--- config.mk ---
export PLATFORM = sky130hd
export DESIGN_NAME = uart_rx_fifo
export DESIGN_NICKNAME = d
export VERILOG_FILES = /design/src/rtl/uart_rx_fifo.sv
export SDC_FILE = /design/constraint.sdc
export NUM_CORES = 1
export LEC_CHECK = 0
export ABC_CLOCK_PERIOD_IN_PS = 4200
export CAP_MARGIN = 15
export CORE_MARGIN = 2
export CORE_UTILIZATION = 65
export CTS_CLUSTER_SIZE = 16
export DETAILED_ROUTE_END_ITERATION = 10
export PLACE_DENSITY = 0.87
export SETUP_SLACK_MARGIN = 0.05
export SYNTH_ARGS = -nofsm -noshare
export SYNTH_HDL_FRONTEND = slang
export SYNTH_SLANG_ARGS = --single-unit
--- constraint.sdc ---
create_clock -name clock -period 4.2 [get_ports clock]
set_input_delay 0.84 -clock clock [delete_from_list [all_inputs] [get_ports clock]]
set_output_delay 0.84 -clock clock [all_outputs]
set_load 0.1 [all_outputs]
--- src/rtl/uart_rx_fifo.sv ---
// UART 8N1 receiver with a receive FIFO and a registered head.
// The line is oversampled at CLKS_PER_BIT clocks per bit, with sticky frame-error and overflow flags.
module uart_rx_fifo #(
  parameter int CLKS_PER_BIT = 234,
  parameter int DEPTH        = 16,
  parameter int CNT_W        = $clog2(DEPTH + 1)
) (
  input  logic             clock,
  input  logic             reset_n,
  input  logic             rx,
  output logic [7:0]       rd_data,
  output logic             rd_valid,
  input  logic             rd_ready,
  output logic [CNT_W-1:0] fifo_count,
  output logic             frame_err,
  output logic             overflow,
  input  logic             clear_err
);

  localparam int BW = $clog2(CLKS_PER_BIT);
  localparam int PW = $clog2(DEPTH);
  localparam logic [BW-1:0]    HALF_M1 = BW'(CLKS_PER_BIT / 2 - 1);
  localparam logic [BW-1:0]    FULL_M1 = BW'(CLKS_PER_BIT - 1);
  localparam logic [CNT_W-1:0] CNT_MAX = CNT_W'(DEPTH);

  typedef enum logic [2:0] {S_IDLE, S_START, S_DATA, S_STOP, S_BREAK} state_e;

  logic             rx_meta_q, rx_s_q;
  state_e           state_q, state_d;
  logic [BW-1:0]    baud_q, baud_d;
  logic [2:0]       idx_q, idx_d;
  logic [7:0]       shift_q, shift_d;
  logic             push, frame_set;

  logic [7:0]       mem_q [DEPTH];
  logic [PW-1:0]    wr_ptr_q, wr_ptr_d, rd_ptr_q, rd_ptr_d;
  logic [CNT_W-1:0] count_q, count_d;
  logic [7:0]       rd_data_q, rd_data_d;
  logic             frame_err_q, frame_err_d, overflow_q, overflow_d;
  logic             pop, full, push_ok, drop;

  // NOTE: sequential state uses non-blocking assignments so every flop samples pre-edge values.
  // The synchroniser resets to the idle-high level so no false start edge follows reset.
  always_ff @(posedge clock or negedge reset_n) begin
    if (!reset_n) begin
      rx_meta_q <= 1'b1;
      rx_s_q    <= 1'b1;
    end else begin
      rx_meta_q <= rx;
      rx_s_q    <= rx_meta_q;
    end
  end

  // NOTE: every signal driven here gets a default first, so no path can infer a latch.
  always_comb begin
    state_d   = state_q;
    baud_d    = baud_q;
    idx_d     = idx_q;
    shift_d   = shift_q;
    push      = 1'b0;
    frame_set = 1'b0;
    unique case (state_q)
      S_IDLE: begin
        if (!rx_s_q) begin
          state_d = S_START;
          baud_d  = '0;
        end
      end
      S_START: begin
        if (baud_q == HALF_M1) begin
          baud_d  = '0;
          idx_d   = '0;
          state_d = rx_s_q ? S_IDLE : S_DATA;
        end else begin
          baud_d = baud_q + BW'(1);
        end
      end
      S_DATA: begin
        if (baud_q == FULL_M1) begin
          baud_d          = '0;
          shift_d[idx_q]  = rx_s_q;
          if (idx_q == 3'd7) state_d = S_STOP;
          else               idx_d   = idx_q + 3'd1;
        end else begin
          baud_d = baud_q + BW'(1);
        end
      end
      S_STOP: begin
        if (baud_q == FULL_M1) begin
          baud_d = '0;
          if (rx_s_q) begin
            push    = 1'b1;
            state_d = S_IDLE;
          end else begin
            frame_set = 1'b1;
            state_d   = S_BREAK;
          end
        end else begin
          baud_d = baud_q + BW'(1);
        end
      end
      S_BREAK: begin
        if (rx_s_q) state_d = S_IDLE;
      end
      default: state_d = S_IDLE;
    endcase
  end

  always_ff @(posedge clock or negedge reset_n) begin
    if (!reset_n) begin
      state_q <= S_IDLE;
      baud_q  <= '0;
      idx_q   <= '0;
      shift_q <= '0;
    end else begin
      state_q <= state_d;
      baud_q  <= baud_d;
      idx_q   <= idx_d;
      shift_q <= shift_d;
    end
  end

  assign full    = (count_q == CNT_MAX);
  assign pop     = (count_q != '0) && rd_ready;
  assign push_ok = push && (!full || pop);
  assign drop    = push && full && !pop;

  always_comb begin
    wr_ptr_d  = wr_ptr_q;
    rd_ptr_d  = rd_ptr_q;
    count_d   = count_q;
    rd_data_d = rd_data_q;
    if (push_ok) wr_ptr_d = wr_ptr_q + PW'(1);
    if (pop)     rd_ptr_d = rd_ptr_q + PW'(1);
    if (push_ok && !pop)      count_d = count_q + CNT_W'(1);
    else if (!push_ok && pop) count_d = count_q - CNT_W'(1);
    // The head register is fed straight from the shifter when the pushed byte becomes the head.
    if (push_ok && (count_q == '0 || (count_q == CNT_W'(1) && pop)))
      rd_data_d = shift_q;
    else if (pop && count_q > CNT_W'(1))
      rd_data_d = mem_q[rd_ptr_q + PW'(1)];
  end

  assign frame_err_d = frame_set | (frame_err_q & ~clear_err);
  assign overflow_d  = drop      | (overflow_q  & ~clear_err);

  always_ff @(posedge clock or negedge reset_n) begin
    if (!reset_n) begin
      wr_ptr_q    <= '0;
      rd_ptr_q    <= '0;
      count_q     <= '0;
      rd_data_q   <= '0;
      frame_err_q <= 1'b0;
      overflow_q  <= 1'b0;
    end else begin
      wr_ptr_q    <= wr_ptr_d;
      rd_ptr_q    <= rd_ptr_d;
      count_q     <= count_d;
      rd_data_q   <= rd_data_d;
      frame_err_q <= frame_err_d;
      overflow_q  <= overflow_d;
    end
  end

  // NOTE: the storage array has no reset; the pointers and count alone define which entries are live.
  always_ff @(posedge clock) begin
    if (push_ok) mem_q[wr_ptr_q] <= shift_q;
  end

  assign rd_data    = rd_data_q;
  assign rd_valid   = (count_q != '0);
  assign fifo_count = count_q;
  assign frame_err  = frame_err_q;
  assign overflow   = overflow_q;

endmodule

==> results of run 1 <==
## state kept, by name, summed over array words and instances (netlist names)
register / count
rd_data: 8
mem_q: 128
state_q: 3
shift_q: 8
rx_s_q: 1
frame_err: 1
rx_meta_q: 1
idx_q: 3
fifo_count: 5
rd_ptr_q: 4
baud_q: 8
wr_ptr_q: 4
overflow: 1
## synthesized netlist by cell type, types with 8 or more instances
cell        n  area (µm²)
mux4_2     32         721
and2_1     16         100
dfrtp_1    45        1130
inv_1      11        41.3
edfxtp_1  128        3840
o32ai_1     8        70.1
nor2_1     31         116
o21ai_0     9        45.0
a221o_1     8        80.1
a21oi_1     9        45.0
a22o_1      8        70.1
mux2i_1    10         100
ha_1       15         188
nand2_1    13        48.8
## worst paths after layout
| kind | start | endpoint |
|---|---|---|
| worst max-delay path | fifo_count[0] | rd_valid |
| worst min-delay path | rx_meta_q | rx_s_q |
| worst max register to register | rd_ptr_q[1] | rd_data[6] |
| worst min register to register | rx_meta_q | rx_s_q |
| max in group asynchronous | reset_n | rd_ptr_q[0] |
| min in group asynchronous | reset_n | baud_q[2] |
## routing by layer
| metal | wire length [µm] | part of all wire (%) | GRT usage (%) | vias up |
|---|---|---|---|---|
| met1 | 5990 | 38 | 34.2 | 2131 |
| met3 | 1300 | 8.2 | 6.92 | 31 |
| li1 | - | - | - | 1782 |
| met2 | 8120 | 51 | 43.7 | 235 |
| met5 | 0 | 0 | 0 | - |
| met4 | 380 | 2.4 | 10.5 | 0 |
## report_power, final
group / leakage [nW] / internal, mW / switching, mW
clock: 0.299 / 1.05 / 0.643
sequential: 2.11 / 1.84 / 0.00253
combinational: 0.906 / 0.00404 / 0.0108
total: 3.32 / 2.89 / 0.657
## cell type report
cell class                      count  area (µm²)
Inverter                           12        45.0
Fill cell                         567        2650
Tap cell                          140         175
Timing Repair Buffer               24         225
Clock buffer                       20         437
Multi-Input combinational cell    238        2240
Sequential cell                   175        5020
Clock inverter                     12         190
## cell families (layout without fill, tap and decap cells)
logic type | Yosys count | in the layout | synth area share (%)
buffers and inverters | 28 | 68 | 1.71
AO/OA/AOI/OAI | 49 | 49 | 5.03
flip-flops | 175 | 175 | 68.0
AND/OR/NAND/NOR | 109 | 109 | 8.55
multiplexers | 52 | 52 | 12.6
XOR/XNOR | 13 | 13 | 1.54
adder cells (fa/ha/maj) | 15 | 15 | 2.54
## critical path: stages (launching register included)
cell             delay (ns)
dfrtp_1                0.47
inv_1                  0.12
ha_1                   0.18
or4b_1                 0.55
clkdlybuf4s50_1        1.02
==> reports/summary.txt, run 1 <==
Deepest level of the CTS H-tree: 4
Non-Filler Cell Area, Final: 8330 µm²
Place WS: 1.01 ns
Number of maximum-capacitance constraint violations: 0
Synthesized netlist net count: 461
Clock root buffer master: clkbuf_16
CP Launch Type: register
Number of top-level pins: 21
Seq/Total Area, Yosys: 68.0%
Placed instance area: 7710 µm²
Fraction of synthesis flops using an asynchronous set or reset pin: 26.9%
Yosys synthesis warning count: 0
Half-perimeter wire length after placement: 9020 µm
Type of the most critical hold path: register to register
Number of buffers on the longest clock path: 2
Number of global-route vias before repair: 4,295
Final Worst Setup Slack: 0.606 ns
Fin Clk Skew: 0.0106 ns
Leakage power total: 3.32 nW
Initial antenna violation count: 0
Most common cell after layout, fill and taps aside: edfxtp_1
Netlist cell types: 52
Global-route wire length before repair: 24,200 µm
Overall global routing resource usage: 26.5%
Number of storage elements in the synthesis netlist: 175
Final Slew Violations: 0
Clock latency on the worst-skew pair: 0.42 ns
Count of flip-flops with a built-in enable after synthesis: 128
Post-layout min period: 3.59 ns
Critical path required time: 3.36 ns
Antenna Violating Nets Remaining: 0
Total detailed-routing wirelength: 15,800 µm
Worst Reg-to-Reg Cells: 6
Final standard cell utilization of the core: 75.9%
Highest clock rate: 0.278 GHz
DRC violation count after routing: 0
Worst-margin pin slew: 1.00 ns
Global-route congestion overflow total: 0
Synthesized netlist cell count: 441
Data arrival at the endpoint of the critical path: 2.75 ns
Final nets: 488
Clock buffers created by TritonCTS: 17
Number of hold violations in the final report: 0
Filler-free cell count of the finished design: 621
Chip Width: 111 µm
Cell area after synthesis: 7390 µm²
Core Region: 11,000 µm²
Clock sinks: 175
Gates resized, CTS repair: 0
Placement Rows: 38
Initial Utilization: 67.3%
Top flip-flop cell by instance count after synthesis: edfxtp_1
Total via count in the routed design: 4,179
Period Utilization, post-route: 85.6%
Slew margin rel.: 33.0%
Cells after DPL: 589
Startpoint-to-endpoint class of the critical path: register to primary output
Clock tree from TritonCTS: done
Average via count per standard cell: 6.73
Height of the chip: 111 µm
Post-route setup TNS: 0 ns
Area of the die: 12,200 µm²
Antenna cells: 0
IR drop worst, VDD: 0.000321 V
Endpoint kind of the worst setup timing path: primary output
Clock transition at the register clock pins on the worst setup and hold paths after CTS: 0.06 ns
CP max FO: 8
I/O Buffers: 20
RSZ-0062 raised after global routing: no
Power per cell area: 426 nW/µm²
Router iterations before antenna repair: 5
Outcome: finished clean
Routed length per placed instance: 25.4 µm
Syn-to-layout area delta: 12.8%
Power Total: 3.55 mW
Count of final setup violators: 0
Worst Hold Margin: 0.366 ns
Number of DRC markers in iteration 0: 535
Hold Path Cell Cnt: 0
Pin count of the biggest net entering global routing: 35
Reg2reg setup slack: 1.47 ns
Count of buffers added by post-CTS timing repair for setup: 0
Post-synthesis area per instance: 16.8 µm²
Fraction of final layout cells with drive strength greater than 1: 16.8%
Leading cell types in the layout, fill and taps excluded: edfxtp_1, dfrtp_1, mux4_2, nor2_1, clkdlybuf4s50_1
CTS hold repair buffers: 0
Routability congestion estimate: 0.826
Note: power is estimated with default switching activity, not from simulation.
==> run 2: changes to the inputs <==
--- a/config.mk
+++ b/config.mk
@@ -9,6 +9,7 @@
 export CAP_MARGIN = 15
 export CORE_MARGIN = 2
 export CORE_UTILIZATION = 65
+export CTS_CLUSTER_DIAMETER = 80
 export CTS_CLUSTER_SIZE = 16
 export DETAILED_ROUTE_END_ITERATION = 10
 export PLACE_DENSITY = 0.87
==> results of run 2 <==
The final DEF is identical to that of run 1; final timing and power are the same.
==> run 3: changes to the inputs <==
--- a/config.mk
+++ b/config.mk
@@ -12,8 +12,10 @@
 export CTS_CLUSTER_DIAMETER = 80
 export CTS_CLUSTER_SIZE = 16
 export DETAILED_ROUTE_END_ITERATION = 10
+export HOLD_SLACK_MARGIN = 0.05
 export PLACE_DENSITY = 0.87
 export SETUP_SLACK_MARGIN = 0.05
+export SKIP_CTS_REPAIR_TIMING = 1
 export SYNTH_ARGS = -nofsm -noshare
 export SYNTH_HDL_FRONTEND = slang
 export SYNTH_SLANG_ARGS = --single-unit
==> results of run 3 <==
The final DEF is identical to that of run 1; final timing and power are the same.
